===== src/rtl/ula_multiciclo_pkg.sv =====
// Shared opcode constants, FSM state encoding and sizing helper for the multi-cycle ALU.
package ula_pkg;

  localparam logic [4:0] OP_SOMA      = 5'b00000;
  localparam logic [4:0] OP_SUBTRACAO = 5'b00001;
  localparam logic [4:0] OP_MULT      = 5'b00010;
  localparam logic [4:0] OP_DIV       = 5'b00011;
  localparam logic [4:0] OP_RESTO     = 5'b00100;
  localparam logic [4:0] OP_OR        = 5'b00101;
  localparam logic [4:0] OP_AND       = 5'b00110;
  localparam logic [4:0] OP_NOT       = 5'b00111;
  localparam logic [4:0] OP_XOR       = 5'b01000;
  localparam logic [4:0] OP_NOR       = 5'b01001;
  localparam logic [4:0] OP_NAND      = 5'b01010;
  localparam logic [4:0] OP_XNOR      = 5'b01011;
  localparam logic [4:0] OP_MAIOR     = 5'b01110;
  localparam logic [4:0] OP_SEGUIDOR  = 5'b11111;

  typedef enum logic [1:0] {IDLE, MUL, DIV, FIM} state_t;

  // One extra bit so the iteration counter can hold WIDTH itself
  function automatic int cnt_width(input int width);
    return $clog2(width) + 1;
  endfunction

endpackage


===== src/rtl/ula_multiciclo_if.sv =====
// Handshake and data bus between the control unit (master) and the multi-cycle ALU (slave).
interface ula_multiciclo_if #(parameter int WIDTH = 32) ();

  logic             start;
  logic [4:0]       ulaOP;
  logic [WIDTH-1:0] RS;
  logic [WIDTH-1:0] RT;
  logic             busy;
  logic             done;
  logic [WIDTH-1:0] saidaULA;
  logic [WIDTH-1:0] saidaHI;
  logic [WIDTH-1:0] saidaLO;
  logic             divZero;

  modport master (
    output start, ulaOP, RS, RT,
    input  busy, done, saidaULA, saidaHI, saidaLO, divZero
  );

  modport slave (
    input  start, ulaOP, RS, RT,
    output busy, done, saidaULA, saidaHI, saidaLO, divZero
  );

endinterface


===== src/rtl/ula_multiciclo_mult_div_seq.sv =====
// Iterative engine: shift-add multiply or restoring divide, one bit per clock over WIDTH cycles.
// result presents the value after the current iteration so the caller can register it on the last one.
module mult_div_seq
  import ula_pkg::*;
#(
  parameter int WIDTH = 32
) (
  input  logic               clock,
  input  logic               reset,
  input  logic               load,
  input  logic               run,
  input  logic               mode_div,
  input  logic [WIDTH-1:0]   a,
  input  logic [WIDTH-1:0]   b,
  output logic               last,
  output logic [2*WIDTH-1:0] result
);

  localparam int CW = cnt_width(WIDTH);

  logic [WIDTH-1:0] hi, lo, operand_b;
  logic             div_q;
  logic [CW-1:0]    count;
  logic [WIDTH:0]   sum, shifted;
  logic             fits;
  logic [WIDTH-1:0] diff, hi_next, lo_next;

  // hi holds the partial product / partial remainder; lo the multiplier / quotient being built
  always_comb begin
    sum     = {1'b0, hi} + (lo[0] ? {1'b0, operand_b} : '0);
    shifted = {hi, lo[WIDTH-1]};
    fits    = shifted >= {1'b0, operand_b};
    diff    = shifted[WIDTH-1:0] - operand_b;
    if (div_q) begin
      hi_next = fits ? diff : shifted[WIDTH-1:0];
      lo_next = {lo[WIDTH-2:0], fits};
    end else begin
      hi_next = sum[WIDTH:1];
      lo_next = {sum[0], lo[WIDTH-1:1]};
    end
  end

  assign result = {hi_next, lo_next};
  assign last   = (count == CW'(WIDTH - 1));

  always_ff @(posedge clock) begin
    if (reset) begin
      hi        <= '0;
      lo        <= '0;
      operand_b <= '0;
      div_q     <= 1'b0;
      count     <= '0;
    end else if (load) begin
      hi        <= '0;
      lo        <= a;
      operand_b <= b;
      div_q     <= mode_div;
      count     <= '0;
    end else if (run) begin
      hi        <= hi_next;
      lo        <= lo_next;
      count     <= count + CW'(1);
    end
  end

endmodule


===== src/rtl/ula_multiciclo.sv =====
// Multi-cycle ALU top: handshake FSM, single-cycle ALU and registered outputs.
// Long operations (mul/div/rem) are delegated to mult_div_seq.
module ula_multiciclo
  import ula_pkg::*;
#(
  parameter int WIDTH = 32
) (
  input logic             clock,
  input logic             reset,
  ula_multiciclo_if.slave bus
);

  state_t state, next_state;

  logic               accept, eng_load, eng_run, eng_last, out_we;
  logic [2*WIDTH-1:0] eng_res;
  logic [WIDTH-1:0]   alu_res, nxt_ula, nxt_hi, nxt_lo;
  logic               nxt_dz;
  logic               is_rem_q, rt_zero_q;
  logic [WIDTH-1:0]   ula_q, hi_q, lo_q;
  logic               dz_q;

  mult_div_seq #(.WIDTH(WIDTH)) engine (
    .clock    (clock),
    .reset    (reset),
    .load     (eng_load),
    .run      (eng_run),
    .mode_div (bus.ulaOP != OP_MULT),
    .a        (bus.RS),
    .b        (bus.RT),
    .last     (eng_last),
    .result   (eng_res)
  );

  always_comb begin
    alu_res = '0;
    case (bus.ulaOP)
      OP_SOMA:      alu_res = bus.RS + bus.RT;
      OP_SUBTRACAO: alu_res = bus.RS - bus.RT;
      OP_OR:        alu_res = bus.RS | bus.RT;
      OP_AND:       alu_res = bus.RS & bus.RT;
      OP_NOT:       alu_res = ~bus.RS;
      OP_XOR:       alu_res = bus.RS ^ bus.RT;
      OP_NOR:       alu_res = ~(bus.RS | bus.RT);
      OP_NAND:      alu_res = ~(bus.RS & bus.RT);
      OP_XNOR:      alu_res = ~(bus.RS ^ bus.RT);
      OP_MAIOR:     alu_res = {{(WIDTH-1){1'b0}}, bus.RS > bus.RT};
      OP_SEGUIDOR:  alu_res = bus.RT;
      default:      alu_res = '0;
    endcase
  end

  // Outputs are written on the edge that enters FIM, so done and results appear together
  always_comb begin
    next_state = state;
    accept     = 1'b0;
    eng_load   = 1'b0;
    eng_run    = 1'b0;
    out_we     = 1'b0;
    nxt_ula    = alu_res;
    nxt_hi     = '0;
    nxt_lo     = '0;
    nxt_dz     = 1'b0;
    case (state)
      IDLE: begin
        if (bus.start) begin
          accept = 1'b1;
          case (bus.ulaOP)
            OP_MULT: begin
              eng_load   = 1'b1;
              next_state = MUL;
            end
            OP_DIV, OP_RESTO: begin
              eng_load   = 1'b1;
              next_state = DIV;
            end
            default: begin
              out_we     = 1'b1;
              next_state = FIM;
            end
          endcase
        end
      end
      MUL, DIV: begin
        eng_run = 1'b1;
        if (eng_last) begin
          out_we     = 1'b1;
          next_state = FIM;
          nxt_hi     = eng_res[2*WIDTH-1:WIDTH];
          nxt_lo     = eng_res[WIDTH-1:0];
          nxt_ula    = is_rem_q ? eng_res[2*WIDTH-1:WIDTH] : eng_res[WIDTH-1:0];
          nxt_dz     = (state == DIV) && rt_zero_q;
        end
      end
      FIM:     next_state = IDLE;
      default: next_state = IDLE;
    endcase
  end

  always_ff @(posedge clock) begin
    if (reset) begin
      state     <= IDLE;
      is_rem_q  <= 1'b0;
      rt_zero_q <= 1'b0;
      ula_q     <= '0;
      hi_q      <= '0;
      lo_q      <= '0;
      dz_q      <= 1'b0;
    end else begin
      state <= next_state;
      if (accept) begin
        is_rem_q  <= (bus.ulaOP == OP_RESTO);
        rt_zero_q <= (bus.RT == '0);
      end
      if (out_we) begin
        ula_q <= nxt_ula;
        hi_q  <= nxt_hi;
        lo_q  <= nxt_lo;
        dz_q  <= nxt_dz;
      end
    end
  end

  assign bus.busy     = (state != IDLE);
  assign bus.done     = (state == FIM);
  assign bus.saidaULA = ula_q;
  assign bus.saidaHI  = hi_q;
  assign bus.saidaLO  = lo_q;
  assign bus.divZero  = dz_q;

endmodule

===== src/flat_wrapper.sv =====
// flat-port wrapper written by rule: the top's interface ports become plain ports
module ula_multiciclo_flat import ula_pkg::*;
#(
  parameter int WIDTH = 32
)
  (clock, reset, bus_start, bus_ulaOP, bus_RS, bus_RT, bus_busy, bus_done, bus_saidaULA, bus_saidaHI, bus_saidaLO, bus_divZero);
  ula_multiciclo_if #(.WIDTH(WIDTH)) bus_i ();
  input logic clock;
  input logic reset;
  input wire logic [$bits(bus_i.start)-1:0] bus_start;
  input wire logic [$bits(bus_i.ulaOP)-1:0] bus_ulaOP;
  input wire logic [$bits(bus_i.RS)-1:0] bus_RS;
  input wire logic [$bits(bus_i.RT)-1:0] bus_RT;
  output wire logic [$bits(bus_i.busy)-1:0] bus_busy;
  output wire logic [$bits(bus_i.done)-1:0] bus_done;
  output wire logic [$bits(bus_i.saidaULA)-1:0] bus_saidaULA;
  output wire logic [$bits(bus_i.saidaHI)-1:0] bus_saidaHI;
  output wire logic [$bits(bus_i.saidaLO)-1:0] bus_saidaLO;
  output wire logic [$bits(bus_i.divZero)-1:0] bus_divZero;
  assign bus_i.start = bus_start;
  assign bus_i.ulaOP = bus_ulaOP;
  assign bus_i.RS = bus_RS;
  assign bus_i.RT = bus_RT;
  assign bus_busy = bus_i.busy;
  assign bus_done = bus_i.done;
  assign bus_saidaULA = bus_i.saidaULA;
  assign bus_saidaHI = bus_i.saidaHI;
  assign bus_saidaLO = bus_i.saidaLO;
  assign bus_divZero = bus_i.divZero;
  ula_multiciclo #(.WIDTH(WIDTH)) u_core (.clock(clock), .reset(reset), .bus(bus_i));
endmodule

===== config.mk =====
export PLATFORM = sky130hd
export DESIGN_NAME = ula_multiciclo_flat
export DESIGN_NICKNAME = d
export VERILOG_FILES = /design/src/rtl/ula_multiciclo_pkg.sv /design/src/rtl/ula_multiciclo_if.sv /design/src/rtl/ula_multiciclo_mult_div_seq.sv /design/src/rtl/ula_multiciclo.sv /design/src/flat_wrapper.sv
export SDC_FILE = /design/constraint.sdc
export NUM_CORES = 1
export LEC_CHECK = 0
export BUFFER_PORTS_ARGS = -buffer_cell sky130_fd_sc_hd__buf_2
export CAP_MARGIN = 20
export CORE_MARGIN = 2
export CORE_UTILIZATION = 40
export DETAILED_ROUTE_END_ITERATION = 10
export GPL_TIMING_DRIVEN = 0
export SETUP_SLACK_MARGIN = 0.02
export SYNTH_ARGS = -nofsm -noshare
export SYNTH_HDL_FRONTEND = slang
export SYNTH_SLANG_ARGS = --single-unit

===== constraint.sdc =====
create_clock -name clock -period 6.3 [get_ports clock]
set_input_delay 0.315 -clock clock [delete_from_list [all_inputs] [get_ports clock]]
set_output_delay 0.315 -clock clock [all_outputs]
set_load 0.005 [all_outputs]

==> key figures <==
CTS
  – Clk slew on worst S/H paths: ~0.070 ns
  – CTS buffer count: 22
  – Post-CTS Resized: 0
  – TritonCTS clock tree: yes
  – H-tree levels: 1
  – Clock sink count: between 200 and 250
  – CTS Root Cell: clkbuf_16
  – Worst skew pair latency: 0.53 ns
  – Longest Clk Path Bufs: 3
  – Post-CTS Hold Buffers: 0
  – # Post-CTS Setup Buffers: 0

Worst setup path
  – Setup crit start kind: flop
  – CP max-delay cell: nor4_1
  – Crit end category: flop
  – Worst Path Required: 6.75 ns
  – Slowest stage delay, CP: 1.09 ns
  – Top cell family by delay on the critical path: compound AO/OA/AOI/OAI gates
  – Crit path kind: reg2reg
  – CP bufs+invs: 4
  – Crit path arrival time: approximately 5.5 ns
  – Crit Path Max Fanout: 10
  – Cell Chain, Critical Path: inv_1 > ha_1 > clkbuf_1 > nand3_1 > nor4_1 > a41o_1 > a211oi_1 > o21ai_1 > buf_4 > clkbuf_1 > o21ai_0 > a31oi_1 > a221oi_1 > nor3_1
  – Most frequent cell on the critical path: clkbuf_1

Drt
  – Vias per cell: 6.469
  – Pre-antenna DRT Iters: 6
  – Routed Antenna Nets: 0
  – Drt wl/cell: 29.29 microns
  – Detailed Route WL: 108.4 mm
  – Initial DRC count: 2,670
  – # DRC: 0
  – Vias: about 24,000

Synth
  – Avg Inst Size Synth: approximately 7 sq um
  – Seq/Total Area, Yosys: 0.2064
  – Yosys reg bits: 204
  – Post-Syn Area: between 15,000 and 20,000 sq um
  – Synth Area in Simple Gates: 0.2412
  – Synth warn: 0
  – Post-Synth XOR/XNOR Area: 0.02125
  – Post-synth EDFFs: 0
  – Synthesized Nets: 3,065
  – Most used DFF post-synth: dfxtp_1
  – Compound-Gate Fraction of Synth Area: 0.3184
  – Largest family of logic cells by synthesized area: compound AO/OA/AOI/OAI gates
  – Post-synthesis mux area share: 0.03389
  – Post-synth ARST share: 0
  – Cells after Synth: 2,822
  – Number of distinct library cells after synthesis: between 80 and 90
  – Adder-cell share of the synthesized area: 0.1096

Timing
  – Worst Clk Skew: 0.01161 ns
  – Final setup violation count: 0
  – Worst-margin pin slew: 1.312 ns
  – Max-Slew Margin vs Limit: 0.1172
  – Crit share post-route: 0.8008
  – Hold Fails Final Rpt: 0
  – Setup TNS: 0 ns
  – Fin crit period: 5.045 ns
  – Unrepaired setup endpoints after global routing: false
  – Achievable Freq: 198.2 MHz
  – Max Slew Vio Count: 0

Finish
  – Fill cell count: 5,211
  – Cell Count, Final, Fillers Out: between 3,000 and 4,000
  – Final nets: 3,264
  – Most common cell after layout, fill and taps aside: nor2_1
  – Most frequent cells in the layout: nor2_1, nand2_1, a21oi_1, dfxtp_1, o21ai_0
  – P&R area growth vs syn: 12.67%
  – Layout cell share with drive strength beyond 1: 0.09387

Global routing
  – Largest net degree at the start of global routing: 15
  – GRT Util Overall: 0.4102
  – Vias in the first global route: 22,560
  – Initial antenna violation count: 4
  – GR Overflow Total: 0
  – First-pass GRT wire length: roughly 150 mm

Run
  – Max cap viols: 0

Floorplan
  – Ports: 171
  – Placeable Area: 48,850 sq um
  – Die height: around 230 microns
  – Initial Util: 0.4051
  – # rows: just over 80
  – Die Wd: approximately 230 microns
  – Die area: 51,260 sq um

Place
  – Number of port buffers: 167
  – Dpl hpwl: 86.17 mm
  – GP Congestion: slightly above 1
  – Placed cell count: about 3,700

Power and ir drop
  – Peak supply drop: about 0.17 mV
  – Power Density: 317.8 nW/um^2
  – Leak: 9.206 nW

Status
  – Status: finished clean

Hold path
  – Worst hold path type: in2reg
logic make-up (layout without fill, tap and decap cells):
family,Yosys count,after routing
mux,64,64
flops,204,204
other cells,0,3
buf+inv,351,565
simple gates,1026,1026
fa+ha+maj,171,171
xor+xnor,48,48
compound gates,958,958
worst min-delay path: cells and delay by family:
family / cells / cell delay (ns)
compound gates: 1 / 0.05
buf+inv: 1 / 0.14
simple gates: 1 / 0.07
synth_stat cells (27+ instances only):
| cell | n | area, sq um |
|---|---|---|
| nor2_1 | 309 | 1160 |
| a21oi_1 | 288 | 1441 |
| mux2i_1 | 49 | 490.5 |
| and2_1 | 42 | 262.8 |
| o21ai_0 | 182 | 910.9 |
| clkbuf_1 | 164 | 615.6 |
| nand2_1 | 300 | 1126 |
| a211oi_1 | 31 | 232.7 |
| nor3_1 | 96 | 480.5 |
| a21o_1 | 56 | 420.4 |
| nand4_1 | 32 | 200.2 |
| a31oi_1 | 27 | 168.9 |
| inv_1 | 153 | 574.3 |
| ha_1 | 167 | 2090 |
| dfxtp_1 | 204 | 4084 |
| nor4_1 | 40 | 250.2 |
| nand3_1 | 72 | 360.4 |
| o211ai_1 | 59 | 442.9 |
cell type report:
type,count,area [sq um],area share
antenna,3,7.507,0.0003367
buffer,195,783.3,0.03513
clock buffer,26,586.8,0.02632
clock inverter,13,135.1,0.006061
inverter,156,585.6,0.02627
multi-input combinational,2267,14360,0.6442
sequential,204,4084,0.1832
tap,664,830.8,0.03727
timing repair buffer,175,919.6,0.04125
through the flow:
| stage | cell area [sq um] | util | total power, W | hold slack, ns | worst slack (ns) |
|---|---|---|---|---|---|
| 6_report | 22290 | 0.4564 | 0.007084 | 0.09797 | 1.255 |
| 5_1_grt | 22290 | 0.4562 | 0.007366 | 0.1178 | 1.291 |
| 4_1_cts | 22270 | 0.4560 | 0.006947 | 0.08983 | 1.471 |
| 3_5_place_dp | 21550 | 0.4412 | 0.005603 | 0.4421 | 1.265 |
| 3_3_place_gp | 21450 | 0.4392 | 0.005570 | 0.4341 | 0.9822 |
| 2_1_floorplan | 19790 | - | 0.004147 | 0.4447 | 3.041 |
metal layers:
metal	vias up	wire, microns	track usage
li1	10700	-	-
met1	11480	40990	0.4903
met2	1413	49390	0.6743
met3	354	9637	0.06246
met4	4	8395	0.2888
met5	-	28	0
worst paths after layout:
check	depth (start not counted)	from	to	slack, ns
worst max-delay path	14	u_core.engine.operand_b[9]	u_core.bus.saidaULA[9]	1.25
worst max register to register	14	u_core.engine.operand_b[9]	u_core.bus.saidaULA[9]	1.25
worst min register to register	2	u_core.bus.saidaHI[27]	u_core.bus.saidaHI[27]	0.45
worst min-delay path	3	bus_RS[4]	u_core.engine.lo[4]	0.1
where the power goes:
| group | internal, W | switching, W |
|---|---|---|
| clock network | 0.000756 | 0.000588 |
| registers | 0.00146 | 0.000186 |
| logic | 0.00130 | 0.00279 |
state kept, by name, summed over array words and instances (netlist names):
name / count
u_core.engine.hi: 32
u_core.engine.count: 6
u_core.bus.saidaHI: 32
u_core.rt_zero_q: 1
u_core.bus.saidaLO: 32
u_core.bus.divZero: 1
u_core.bus.saidaULA: 32
u_core.engine.operand_b: 32
u_core.state: 2
u_core.engine.lo: 32
u_core.engine.div_q: 1
u_core.is_rem_q: 1
Note: power is estimated with default switching activity, not from simulation.
